==> config.mk <==
export PLATFORM = sky130hd
export DESIGN_NAME = int_to_fp_flopoco_pipe
export DESIGN_NICKNAME = d
export VERILOG_FILES = /design/src/rtl/int_to_fp_flopoco_pipe.sv
export SDC_FILE = /design/constraint.sdc
export NUM_CORES = 1
export LEC_CHECK = 0
export ABC_AREA = 1
export BUFFER_PORTS_ARGS = -buffer_cell sky130_fd_sc_hd__buf_2
export CAP_MARGIN = 40
export CELL_PAD_IN_SITES_DETAIL_PLACEMENT = 0
export CELL_PAD_IN_SITES_GLOBAL_PLACEMENT = 2
export CORE_ASPECT_RATIO = 0.7
export CORE_UTILIZATION = 32
export DETAILED_ROUTE_END_ITERATION = 10
export GPL_TIMING_DRIVEN = 0
export PLACE_DENSITY = 0.8
export SKIP_LAST_GASP = 1
export SYNTH_ARGS = -nofsm -noshare
export SYNTH_HDL_FRONTEND = slang
export SYNTH_SLANG_ARGS = --single-unit
==> constraint.sdc <==
create_clock -name clk -period 2.7 [get_ports clk]
set_input_delay 0.54 -clock clk [delete_from_list [all_inputs] [get_ports clk]]
set_output_delay 0.54 -clock clk [all_outputs]
set_load 0.02 [all_outputs]
==> src/rtl/int_to_fp_flopoco_pipe.sv <==
// Integer to FloPoCo float converter: 4-stage pipeline (abs, lzc, normalize, round/pack)
// with valid/ready flow control and a global clock enable.
module int_to_fp_flopoco_pipe #(
  parameter int IN_WIDTH = 32,
  parameter int WE       = 8,
  parameter int WF       = 23
) (
  input  logic                clk,
  input  logic                rst,
  input  logic                ce,
  input  logic                in_valid,
  output logic                in_ready,
  input  logic                in_signed,
  input  logic [IN_WIDTH-1:0] I,
  output logic                out_valid,
  input  logic                out_ready,
  output logic [WE+WF+2:0]    O
);

  localparam int LZW = $clog2(IN_WIDTH + 1);
  localparam logic [WE-1:0] BIAS = WE'((2 ** (WE - 1)) - 1);

  if (IN_WIDTH < 2 || WF < 1 || ((2 ** (WE - 1)) - 1) < IN_WIDTH) begin : g_bad_params
    $error("int_to_fp_flopoco_pipe: illegal IN_WIDTH/WE/WF combination");
  end

  logic stall;

  logic                v1_q, v1_d, sign1_q, sign1_d;
  logic [IN_WIDTH-1:0] mag1_q, mag1_d;

  logic                v2_q, v2_d, sign2_q, sign2_d, zero2_q, zero2_d;
  logic [LZW-1:0]      lz2_q, lz2_d;
  logic [IN_WIDTH-2:0] mag2_q, mag2_d;

  logic                v3_q, v3_d, sign3_q, sign3_d, zero3_q, zero3_d;
  logic [WE-1:0]       exp3_q, exp3_d;
  logic [IN_WIDTH-2:0] norm3_q, norm3_d;

  logic                v4_q, v4_d;
  logic [WE+WF+2:0]    o4_q, o4_d;

  logic [WF-1:0]       frac_r;
  logic                carry_r;

  assign stall     = ~ce | (v4_q & ~out_ready);
  assign in_ready  = ~stall;
  assign out_valid = v4_q;
  assign O         = o4_q;

  always_comb begin
    v1_d    = in_valid;
    sign1_d = in_signed & I[IN_WIDTH-1];
    mag1_d  = sign1_d ? -I : I;
  end

  // The magnitude MSB only matters for the count; later stages keep the bits below it.
  always_comb begin
    v2_d    = v1_q;
    sign2_d = sign1_q;
    zero2_d = (mag1_q == '0);
    mag2_d  = mag1_q[IN_WIDTH-2:0];
    lz2_d   = LZW'(IN_WIDTH);
    for (int i = 0; i < IN_WIDTH; i++) begin
      if (mag1_q[i]) lz2_d = LZW'(IN_WIDTH - 1 - i);
    end
  end

  always_comb begin
    v3_d    = v2_q;
    sign3_d = sign2_q;
    zero3_d = zero2_q;
    norm3_d = mag2_q << lz2_q;
    exp3_d  = WE'(IN_WIDTH - 1) - WE'(lz2_q);
  end

  if (IN_WIDTH - 1 <= WF) begin : g_exact
    always_comb begin
      frac_r = '0;
      frac_r[WF-1 -: IN_WIDTH-1] = norm3_q;
      carry_r = 1'b0;
    end
  end else begin : g_rne
    localparam int D = IN_WIDTH - 1 - WF;
    logic          guard, sticky, inc;
    logic [WF:0]   sum;
    always_comb begin
      guard  = norm3_q[D-1];
      sticky = 1'b0;
      for (int i = 0; i < D - 1; i++) sticky = sticky | norm3_q[i];
      inc     = guard & (sticky | norm3_q[D]);
      sum     = {1'b0, norm3_q[IN_WIDTH-2:D]} + {{WF{1'b0}}, inc};
      frac_r  = sum[WF-1:0];
      carry_r = sum[WF];
    end
  end

  // A rounding carry leaves frac at zero, so only the exponent needs the bump.
  always_comb begin
    v4_d = v3_q;
    o4_d = zero3_q ? '0 : {2'b01, sign3_q, exp3_q + BIAS + WE'(carry_r), frac_r};
  end

  always_ff @(posedge clk or negedge rst) begin
    if (!rst) begin
      v1_q    <= 1'b0;
      sign1_q <= 1'b0;
      mag1_q  <= '0;
      v2_q    <= 1'b0;
      sign2_q <= 1'b0;
      zero2_q <= 1'b0;
      lz2_q   <= '0;
      mag2_q  <= '0;
      v3_q    <= 1'b0;
      sign3_q <= 1'b0;
      zero3_q <= 1'b0;
      exp3_q  <= '0;
      norm3_q <= '0;
      v4_q    <= 1'b0;
      o4_q    <= '0;
    end else if (!stall) begin
      v1_q    <= v1_d;
      sign1_q <= sign1_d;
      mag1_q  <= mag1_d;
      v2_q    <= v2_d;
      sign2_q <= sign2_d;
      zero2_q <= zero2_d;
      lz2_q   <= lz2_d;
      mag2_q  <= mag2_d;
      v3_q    <= v3_d;
      sign3_q <= sign3_d;
      zero3_q <= zero3_d;
      exp3_q  <= exp3_d;
      norm3_q <= norm3_d;
      v4_q    <= v4_d;
      o4_q    <= o4_d;
    end
  end

endmodule

==> qor.txt <==
via count = 7712
number of setup violations in the final report = 13
outcome = finished with violations
gr busiest metal = met1
number of global-route vias before repair = 7493
RSZ-0062 raised after global routing = true
Routed Antenna Nets = 0
die width = 193 µm
Final Hold Viols = 0
P per Cell Area = 1010 nW/µm²
Achievable Freq = 0.309 GHz
vias per inst = 4.92
clock skew = 0.0156 ns
GR Layer Usage met3 = 0.0424
pre-CTS setup slack = -0.766 ns
pin count of the biggest net entering global routing = 76
R2R cell count = 26
First DRT Iteration DRCs = 572
PortBufs = 72
violated checks = setup timing
Critical Path RT = 3.02 ns
Async SR Flop Fraction = 1.00
die height = 136 µm
CP arrival = 3.56 ns
part of the power in registers = 0.350
Layout area overhead = 23.3%
Tightest Pin Transition = 0.826 ns
post-synthesis instance total = 1093
core area = 24900 µm²
Clock Latency Late Sink = 0.44 ns
mean post-synth cell area = 7.49 µm²
clock input transition at the sequential cells of the worst setup and hold paths = 0.07 ns
hold crit path type = primary input to asynchronous set/reset pin
switch share = 0.442
final worst path period share = 1.20
TritonCTS clock tree = yes
Final Net Count = 1273
M2 GR Usage = 0.304
clock power share = 0.238
GP Congestion = 0.947
Post-route DRC = 0
slowest CP cell = dfrtp_1
kind of critical path = register to register
CP max FO = 2
Synth cell types = 44
hold slack = 0.0957 ns
initial antenna violation count = 1
post-route design area = 10100 µm²
Sum Neg Setup Slack = -4.55 ns
synthesized net count = 1135
Final Power = 10.2 mW
combinational power share = 0.413
static leakage = 4.78 nW
number of synthesized flops with an enable pin = 0
final setup margin = -0.539 ns
worst r2r src = norm3_q[7]
final slew viol count = 0
Root Driver = clkbuf_16
Initial Utilization = 0.329
startpoint types = register
worst reg2reg setup slack = -0.54 ns
Max transition margin = 0.449
Main synth FF type = dfrtp_1
Post-DP HPWL = 21.5 mm
Tmin final = 3.24 ns
CTS sink cnt = 148
# Max-Cap Violations = 0
CP dominant cell by count = nand2_2
yosys warns = 0
DIE AREA = 26300 µm²
met1 GRT Util = 0.359
Mapped Area = 8190 µm²
FF-to-FF End = O[29]
first-pass GRT wire length = 44.2 mm
Critical Path Start = norm3_q[7]
Critical Path Max Stage Delay = 0.37 ns
first drt pass iteration count = 7
GRT overflow = 0
Yosys reg bits = 148
cell area after placement = 9050 µm²
row count = 48
design internal power = 5.69 mW
switching power = 4.51 mW
CP Capture Type = register
CTS Buf Count = 17
average wire per standard cell = 17.8 µm
Seq/Total Area, Yosys = 0.452
GRT Total Usage = 0.224
clk buf depth = 2
H-tree depth = 4
I/O pin count = 74
VDD IR max = 0.000544 V
# diodes = 0
final WL = 27.9 mm
layout cell share with drive strength beyond 1 = 0.163
layer usage:
metal  share of wire  wire, µm
met1            0.56     15600
met2            0.39     10800
met3           0.045      1250
met4          0.0065       181
met5               0         0
cell usage in the layout, fill, tap and decap left out, types with 9 or more instances in the layout:
cell / count
dfrtp_1: 148
xor2_1: 18
a21oi_1: 18
o21ai_0: 153
clkbuf_16: 17
xnor2_1: 12
o211ai_1: 11
nand3_1: 27
clkbuf_1: 48
nor2_1: 67
o31ai_1: 12
inv_1: 95
nand2_1: 343
o221ai_1: 13
nand2_2: 9
o21ai_1: 11
buf_4: 42
o22ai_1: 13
buf_2: 71
cells in the mapped netlist (all sizes together), types with 7 or more instances:
master,instances,area (µm²)
inv,100,375
nor2,79,337
a21oi,19,98.9
xnor2,13,114
dfrtp,148,3700
xor2,19,166
nand2,353,1340
o31ai,15,123
nor3,9,72.6
buf,7,30.0
clkbuf,51,191
o211ai,11,82.6
o221ai,13,114
o21ai,164,821
nor4,8,62.6
o22ai,13,81.3
nand3,31,165
critical path: cells and delay by family (launching register included):
kind	cells	cell delay [ns]
DFF	1	0.37
AOI/OAI and AO/OA	2	0.23
buffers and inverters	2	0.15
and+or+nand+nor	20	2.05
adders and majority gates	2	0.34
cell type report:
type / instances / area (µm²)
fillers: 2648 / 14800
multi-input cells: 784 / 4020
flip-flops and latches: 148 / 3700
repair buffers: 119 / 769
clock buffers: 18 / 439
well taps: 325 / 407
inverters: 103 / 387
plain buffers: 58 / 225
clock inverters: 14 / 155
per-stage QoR:
stage,utilization,std cells
2_1_floorplan,-,1093
3_3_place_gp,0.361,1490
3_5_place_dp,0.364,1494
4_1_cts,0.403,1568
5_1_grt,0.406,1569
6_report,0.406,1569
cells by family (layout without fill, tap and decap cells):
family / count (synthesis) / in the layout / share of synthesized area
AO/OA/AOI/OAI: 254 / 254 / 0.180
XOR/XNOR: 32 / 32 / 0.0342
adder cells (fa/ha/maj): 4 / 4 / 0.00611
buffers and inverters: 161 / 312 / 0.0742
flip-flops: 148 / 148 / 0.452
multiplexers: 3 / 3 / 0.00367
other: 1 / 1 / 0.000458
AND/OR/NAND/NOR: 490 / 490 / 0.249
sequential cells by signal, summed over array words and instances (netlist names):
register	count
v2_q	1
sign1_q	1
O	33
v1_q	1
sign3_q	1
zero2_q	1
lz2_q	6
sign2_q	1
v3_q	1
exp3_q	6
norm3_q	31
zero3_q	1
out_valid	1
mag2_q	31
mag1_q	32
worst max path at each step:
stage                 end
floorplan           O[29]
global route        O[26]
global placement    O[10]
finish              O[29]
CTS                 O[27]
detailed placement  O[27]
power groups by stage:
stage	Clock [mW]	Combinational [mW]	Sequential [mW]
2_1_floorplan	0	2.42	3.69
3_3_place_gp	0	4.07	3.57
3_5_place_dp	0	4.08	3.58
4_1_cts	2.47	4.14	3.55
5_1_grt	2.56	4.70	3.67
6_report	2.42	4.21	3.57
repair_timing:
item	CTS	global route
buffers inserted	42	5
hold buffers	0	0
resized for setup	15	18
cloned	0	0
pin swaps	3	3
setup endpoints to repair	19	39
endpoints found under the hold margin	0	0
Note: power is estimated with default switching activity, not from simulation.
